--- src/rtl/pipe_skid_stage_if.sv ---
// Valid/ready beat channel between pipeline stages: control bits plus payload.
// master drives the beat, slave returns ready.
interface pipe_skid_stage_if #(
  parameter int CTRL_W = 8,
  parameter int DATA_W = 64
);
  logic              valid;
  logic              ready;
  logic [CTRL_W-1:0] ctrl;
  logic [DATA_W-1:0] data;

  modport master (output valid, output ctrl, output data, input ready);
  modport slave  (input valid, input ctrl, input data, output ready);
endinterface

--- src/rtl/pipe_skid_stage.sv ---
// Pipeline stage register with a 2-entry skid buffer; 1-cycle latency, 1 beat/cycle.
// in_ready decodes registered state only, so out_ready never reaches it combinationally.
module pipe_skid_stage #(
  parameter int DATA_W     = 64,
  parameter int CTRL_W     = 8,
  parameter int FLUSH_DATA = 0,
  parameter int CNT_W      = 16
) (
  input  logic              clk,
  input  logic              rst,
  input  logic              flush,
  pipe_skid_stage_if.slave  in_if,
  pipe_skid_stage_if.master out_if,
  output logic [1:0]        occupancy,
  output logic [CNT_W-1:0]  stall_cnt
);

  typedef enum logic [1:0] {
    EMPTY = 2'd0,
    ONE   = 2'd1,
    FULL  = 2'd2
  } state_t;

  state_t            state_q, state_d;
  logic [CTRL_W-1:0] main_ctrl, skid_ctrl;
  logic [DATA_W-1:0] main_data, skid_data;
  logic              in_xfer, out_xfer;
  logic              load_main_in, load_main_skid, load_skid;

  assign in_if.ready  = (state_q != FULL);
  assign out_if.valid = (state_q != EMPTY);
  assign out_if.ctrl  = out_if.valid ? main_ctrl : '0;
  assign out_if.data  = main_data;
  assign occupancy    = state_q;

  assign in_xfer  = in_if.valid & in_if.ready;
  assign out_xfer = out_if.valid & out_if.ready;

  always_comb begin
    state_d        = state_q;
    load_main_in   = 1'b0;
    load_main_skid = 1'b0;
    load_skid      = 1'b0;
    case (state_q)
      EMPTY: begin
        if (in_xfer) begin
          state_d      = ONE;
          load_main_in = 1'b1;
        end
      end
      ONE: begin
        if (in_xfer && out_xfer) begin
          load_main_in = 1'b1;
        end else if (in_xfer) begin
          state_d   = FULL;
          load_skid = 1'b1;
        end else if (out_xfer) begin
          state_d = EMPTY;
        end
      end
      FULL: begin
        if (out_xfer) begin
          state_d        = ONE;
          load_main_skid = 1'b1;
        end
      end
      default: state_d = EMPTY;
    endcase
    // Flush wins over every transition; an accepted incoming beat is dropped.
    if (flush) begin
      state_d = EMPTY;
    end
  end

  always_ff @(posedge clk or posedge rst) begin
    if (rst) begin
      state_q   <= EMPTY;
      main_ctrl <= '0;
      skid_ctrl <= '0;
      main_data <= '0;
      skid_data <= '0;
    end else begin
      state_q <= state_d;
      if (flush) begin
        main_ctrl <= '0;
        skid_ctrl <= '0;
        if (FLUSH_DATA != 0) begin
          main_data <= '0;
          skid_data <= '0;
        end
      end else begin
        if (load_main_in) begin
          main_ctrl <= in_if.ctrl;
          main_data <= in_if.data;
        end else if (load_main_skid) begin
          main_ctrl <= skid_ctrl;
          main_data <= skid_data;
        end
        if (load_skid) begin
          skid_ctrl <= in_if.ctrl;
          skid_data <= in_if.data;
        end
      end
    end
  end

  // Performance counter: survives flush, saturates rather than wrapping.
  always_ff @(posedge clk or posedge rst) begin
    if (rst) begin
      stall_cnt <= '0;
    end else if (out_if.valid && !out_if.ready && (stall_cnt != {CNT_W{1'b1}})) begin
      stall_cnt <= stall_cnt + CNT_W'(1);
    end
  end

endmodule

--- src/flat_wrapper.sv ---
// flat-port wrapper written by rule: the top's interface ports become plain ports
module pipe_skid_stage_flat 
#(
  parameter int DATA_W     = 64,
  parameter int CTRL_W     = 8,
  parameter int FLUSH_DATA = 0,
  parameter int CNT_W      = 16
)
  (clk, rst, flush, occupancy, stall_cnt, in_if_valid, in_if_ctrl, in_if_data, in_if_ready, out_if_valid, out_if_ctrl, out_if_data, out_if_ready);
  pipe_skid_stage_if #(.CTRL_W(CTRL_W), .DATA_W(DATA_W)) in_if_i ();
  pipe_skid_stage_if #(.CTRL_W(CTRL_W), .DATA_W(DATA_W)) out_if_i ();
  input  logic clk;
  input  logic rst;
  input  logic flush;
  output logic [1:0] occupancy;
  output logic [CNT_W-1:0] stall_cnt;
  input wire logic [$bits(in_if_i.valid)-1:0] in_if_valid;
  input wire logic [$bits(in_if_i.ctrl)-1:0] in_if_ctrl;
  input wire logic [$bits(in_if_i.data)-1:0] in_if_data;
  output wire logic [$bits(in_if_i.ready)-1:0] in_if_ready;
  output wire logic [$bits(out_if_i.valid)-1:0] out_if_valid;
  output wire logic [$bits(out_if_i.ctrl)-1:0] out_if_ctrl;
  output wire logic [$bits(out_if_i.data)-1:0] out_if_data;
  input wire logic [$bits(out_if_i.ready)-1:0] out_if_ready;
  assign in_if_i.valid = in_if_valid;
  assign in_if_i.ctrl = in_if_ctrl;
  assign in_if_i.data = in_if_data;
  assign in_if_ready = in_if_i.ready;
  assign out_if_valid = out_if_i.valid;
  assign out_if_ctrl = out_if_i.ctrl;
  assign out_if_data = out_if_i.data;
  assign out_if_i.ready = out_if_ready;
  pipe_skid_stage #(.DATA_W(DATA_W), .CTRL_W(CTRL_W), .FLUSH_DATA(FLUSH_DATA), .CNT_W(CNT_W)) u_core (.clk(clk), .rst(rst), .flush(flush), .in_if(in_if_i), .out_if(out_if_i), .occupancy(occupancy), .stall_cnt(stall_cnt));
endmodule
--- config.mk ---
export PLATFORM = sky130hd
export DESIGN_NAME = pipe_skid_stage_flat
export DESIGN_NICKNAME = d
export VERILOG_FILES = /design/src/rtl/pipe_skid_stage_if.sv /design/src/rtl/pipe_skid_stage.sv /design/src/flat_wrapper.sv
export SDC_FILE = /design/constraint.sdc
export NUM_CORES = 1
export LEC_CHECK = 0
export ABC_AREA = 1
export CORE_MARGIN = 2
export CORE_UTILIZATION = 51
export DETAILED_ROUTE_END_ITERATION = 16
export GPL_TIMING_DRIVEN = 0
export PLACE_DENSITY = 0.81
export SYNTH_ARGS = -nofsm -noshare
export SYNTH_HDL_FRONTEND = slang
export SYNTH_SLANG_ARGS = --single-unit
--- constraint.sdc ---
create_clock -name clk -period 5.7 [get_ports clk]
set_input_delay 0.57 -clock clk [delete_from_list [all_inputs] [get_ports clk]]
set_output_delay 0.57 -clock clk [all_outputs]
set_load 0.1 [all_outputs]
# Yosys cells after proc, flatten, opt, wreduce, memory -nomap -nowiden
# Cells that the tools add are included.
[classes]
n_addsub = 1
n_eq_ne = 8
n_mux = 22
bitwise_logic = 3
n_reduce_logical = 12
[op_table]
columns = ["op", "n"]
rows = [
  ["2-to-1 mux 64 bit", 2],
  ["2-to-1 mux 8 bit", 6],
  ["adder 16 x 1 -> 16 bit, second input constant", 1],
  ["!= test 16 bit, second input constant", 1],
  ["2-to-1 mux 2 bit", 6],
  ["2-to-1 mux 1 bit", 6],
  ["!= test 3 x 2 -> 1 bit, second input constant", 2],
  ["one-hot mux 2 bit (3 select lines)", 1],
  ["nonzero test 2 bit", 3],
  ["!= test 4 x 2 -> 1 bit, second input constant", 1],
  ["AND reduction 2 bit", 2],
  ["AND reduction 4 bit", 1],
  ["logical AND 1 bit", 3],
  ["!= test 3 bit, second input constant", 1],
  ["nonzero test 3 bit", 1],
  ["AND 1 bit", 2],
  ["equality test 2 x 1 -> 1 bit, second input constant", 1],
  ["equality test 2 bit, second input constant", 1],
  ["logical NOT 2 bit", 1],
  ["!= test 2 bit, second input constant", 1],
  ["one-hot mux 1 bit (2 select lines)", 1],
  ["logical NOT 1 bit", 1],
  ["NOT 1 bit", 1],
]
[word_totals]
reg_bits = 162
output_inout_bits = 92
word_cells = 52

# Logic depth before layout (Yosys ltp)
[logic_depth]
ltp_word = 7
depth_mapped = 11
depth_no_buf = 8

# Worst setup path after synthesis
# Ideal clock, no wire load.
[synth_timing]
path_type = "register -> output"
start = "reg u_core.state_q[0] (netlist: u_core.occupancy[0])"
end = "out out_if_ctrl[0]"
arrival_time_ps = 2498
t_required_ps = 5130
path_slack_ps = 2632
path_stages_with_launch = 3
n_path_buf = 0
cell_sequence = "dfrtp_1 -> nor2_2 -> nor2_1"
[synth_via]
elab_chain_cells = 2
[synth_rtl]
columns = ["element", "line_no", "source"]
rows = [
  ["start, declared", "pipe_skid_stage.sv:24", "state_t state_q, state_d;"],
  ["start signal, assigned", "pipe_skid_stage.sv:83", "state_q <= state_d;"],
  ["nonzero test 2 bit", "pipe_skid_stage.sv:31", "assign out_if.valid = (state_q != EMPTY);"],
  ["2-to-1 mux 8 bit", "pipe_skid_stage.sv:32", "assign out_if.ctrl = out_if.valid ? main_ctrl : '0;"],
  ["end, declared", "flat_wrapper.sv:22", "output wire logic [$bits(out_if_i.ctrl)-1:0] out_if_ctrl;"],
]
# Every way passes these cells.

# Final worst setup path
[layout_timing]
start = "reg u_core.state_q[0] (netlist: u_core.occupancy[0])"
end = "out out_if_valid"
[layout_via]
elab_chain_cells = 1
[layout_rtl]
columns = ["element", "line_no", "source"]
rows = [
  ["nonzero test 2 bit", "pipe_skid_stage.sv:31", ""],
  ["end, declared", "flat_wrapper.sv:21", "output wire logic [$bits(out_if_i.valid)-1:0] out_if_valid;"],
]
# Every way passes these cells.

==> flow_summary.json <==
{
  "hold_viol": 0,
  "drc": 0,
  "dr_total_vias": 6687,
  "grt_max_degree": 105,
  "final_max_slew_viol_count": 0,
  "die_y_microns": 125.2,
  "netlist_area_sq_um": 7493,
  "io_pins": 169,
  "status": "complete, no violations",
  "syn_nets": 1026,
  "grt_pass1_vias": 6422,
  "end_kind": "primary output",
  "rows": 44,
  "period_needed_ns": 3.015,
  "layout_worst_path_cycle_share_pct": 52.89,
  "dr.first_iter.drc_count": 506,
  "cts_buffers": 17,
  "critPathArrivalTime_ns": 2.44,
  "synth-seq-area-share_pct": 54.10,
  "synth_edf_count": 0,
  "synthToLayoutAreaGrowth_pct": 34.51,
  "cp.required_ns": 5.13,
  "drive_above_1_share_pct": 5.222,
  "post_drt_wl_per_cell_microns": 14.07,
  "slew_headroom_pct": 26.92,
  "totalPowerFinal_uw": 4530,
  "worst_setup_path_start_kind": "register",
  "clk_pin_slew_worst_paths_ns": 0.06,
  "root_buffer": "clkbuf_16",
  "cts_hold_buffers": 0,
  "crit_type": "reg2out",
  "die_area_sq_um": 15680,
  "drt_wl_total_mm": 18.76,
  "final_cell_count_no_fill": 1333,
  "cts-htree-levels": 4,
  "yosysWarnings": 0,
  "clock_sinks": 162,
  "io_buffer_count": 168,
  "overflow": 0,
  "async_flop_share_pct": 100.0,
  "synth.avg_cell_area_sq_um": 7.904,
  "core_sq_um": 14420,
  "antenna_found_initial": 0,
  "cpPeakStageDelay_ns": 1.03,
  "rsz0062_at_grt": "false",
  "crit_fanout": 10,
  "ctsLongestPathBuffers": 2,
  "dp.cells": 1301,
  "leakagePower_uw": 0.004757,
  "insertion_delay_ns": 0.42,
  "synth_seq_cells": 162,
  "path_buf_inv": 2,
  "cts_resized": 0,
  "firstDrtPassIters": 5,
  "fill_cells": 1158,
  "setup_tns_ns": 0,
  "ys_types": 26,
  "nets": 1214,
  "postCtsSetupBuffers": 0,
  "cts_tree": "yes",
  "min_path_type": "reg2reg",
  "dp_hpwl_mm": 13.12,
  "cp_cell_sequence": "nor2_2 > inv_1 > clkdlybuf4s50_1",
  "grt.total_usage_pct": 24.83,
  "postLayoutCoreUtil_pct": 69.88,
  "synthCells": 948,
  "antenna_left": 0,
  "gp_congestion": 0.8219,
  "crit_family": "buffers and inverters",
  "vias_per_cell": 5.017,
  "critPathSlowestCell": "clkdlybuf4s50_1",
  "tightest_slew_ns": 1.087,
  "ir_drop_mv": 0.3985,
  "grt_pass1_wl_mm": 31.40,
  "antenna_cells": 0,
  "ys.flop_type": "dfrtp_1",
  "maxCapViolCount": 0,
  "setup_viol": 0,
  "powerDensity_nw_per_um2": 449.4,
  "start_util_pct": 51.95,
  "die_w_microns": 125.2,
  "fmax_mhz": 331.7,
  "skew_ns": 0.004775
}
## where the power goes
group	switching, uW	internal [uW]	total (uW)
registers	160	1410	1570
logic	1300	434	1730
clock network	449	779	1230
total	1910	2630	4530
## worst register-to-register path, cell delays in order, from the launching register on
cell	delay [ns]
dfrtp_1	0.44
inv_2	0.16
nand3_1	0.16
a21oi_4	0.38
buf_2	0.31
buf_4	0.21
nand2_1	0.08
o21ai_0	0.11
## state kept, by name, summed over array words and instances (netlist names)
| name | flops |
|---|---|
| u_core.skid_ctrl | 8 |
| u_core.stall_cnt | 16 |
| u_core.skid_data | 64 |
| u_core.occupancy | 2 |
| u_core.out_if.data | 64 |
| u_core.main_ctrl | 8 |
## layer usage
| metal | track usage, % | up-vias | share of wire, % | wire length (microns) |
|---|---|---|---|---|
| met2 | 39.32 | 208 | 47 | 8849 |
| met3 | 6.376 | 27 | 5.6 | 1056 |
| li1 | - | 3308 | - | - |
| met4 | 9.281 | 0 | 2.1 | 387 |
| met1 | 33.29 | 3144 | 45 | 8463 |
| met5 | 0 | - | 0 | 0 |
## cells in the mapped netlist, types with 2 or more instances
master / n / area (sq um)
o21ai_1: 25 / 125.1
buf_4: 7 / 52.55
o21ai_0: 185 / 925.9
nand3b_1: 2 / 15.01
buf_2: 8 / 40.04
dfrtp_1: 162 / 4054
xor2_1: 3 / 26.28
nand3_1: 14 / 70.07
xnor2_1: 3 / 26.28
buf_6: 6 / 67.56
clkbuf_1: 26 / 97.59
inv_2: 2 / 7.510
o22ai_1: 8 / 50.05
inv_1: 169 / 634.4
nor2_1: 25 / 93.84
o21ai_2: 2 / 17.52
nand2_1: 287 / 1077
nand4_1: 6 / 37.54
## layout by cell type, fill, tap and decap left out, drive strengths merged
| master | count |
|---|---|
| nand3b | 2 |
| o22ai | 8 |
| xnor2 | 3 |
| inv | 171 |
| clkinvlp | 1 |
| o31ai | 1 |
| clkdlybuf4s50 | 168 |
| nand4 | 6 |
| ha | 1 |
| buf | 22 |
| xor2 | 3 |
| o211ai | 1 |
| nand3 | 14 |
| dfrtp | 162 |
| clkbuf | 49 |
| nor2 | 27 |
| nand2 | 287 |
| bufinv | 4 |
| o41ai | 1 |
| a21oi | 2 |
| o21ai | 212 |
| clkinv | 4 |
## kinds of logic after synthesis
| family | count (synthesis) | share of synthesized area [%] |
|---|---|---|
| buffers and inverters | 218 | 12.01 |
| AND/OR/NAND/NOR | 336 | 17.50 |
| AO/OA/AOI/OAI | 225 | 15.53 |
| flip-flops | 162 | 54.10 |
| XOR/XNOR | 6 | 0.7014 |
| adder cells (fa/ha/maj) | 1 | 0.1669 |
## through the flow
step	setup WS (ns)	instance area (sq um)	hold WS [ns]
finish	2.685	10080	0.4852
CTS	2.690	10080	0.4885
global placement	-1.412	9405	0.4658
global route	2.554	10080	0.5061
floorplan	0.7534	7493	0.4534
detailed placement	3.145	9440	0.4740
## final cells by class
type / count / area (sq um) / share of cell area [%]
flip-flops and latches: 162 / 4054 / 40.22
well taps: 184 / 230.2 / 2.284
clock inverters: 9 / 151.4 / 1.502
plain buffers: 47 / 257.7 / 2.557
repair buffers: 169 / 1709 / 16.96
inverters: 171 / 649.4 / 6.442
clock buffers: 23 / 488.0 / 4.841
multi-input cells: 568 / 2540 / 25.20
## final timing paths
path / startpoint / endpoint / slack (ns) / cells past startpoint
min reg2reg: u_core.skid_data[58] / u_core.skid_data[58] / 0.49 / 2
max in group asynchronous: rst / u_core.out_if.data[59] / 4.28 / 3
max reg2reg: u_core.occupancy[0] / u_core.out_if.data[22] / 3.75 / 7
min in group asynchronous: rst / u_core.skid_data[23] / 0.57 / 2
min: u_core.skid_data[58] / u_core.skid_data[58] / 0.49 / 2
max: u_core.occupancy[0] / out_if_valid / 2.69 / 3
No activity file was read; power rests on OpenSTA's default activity.
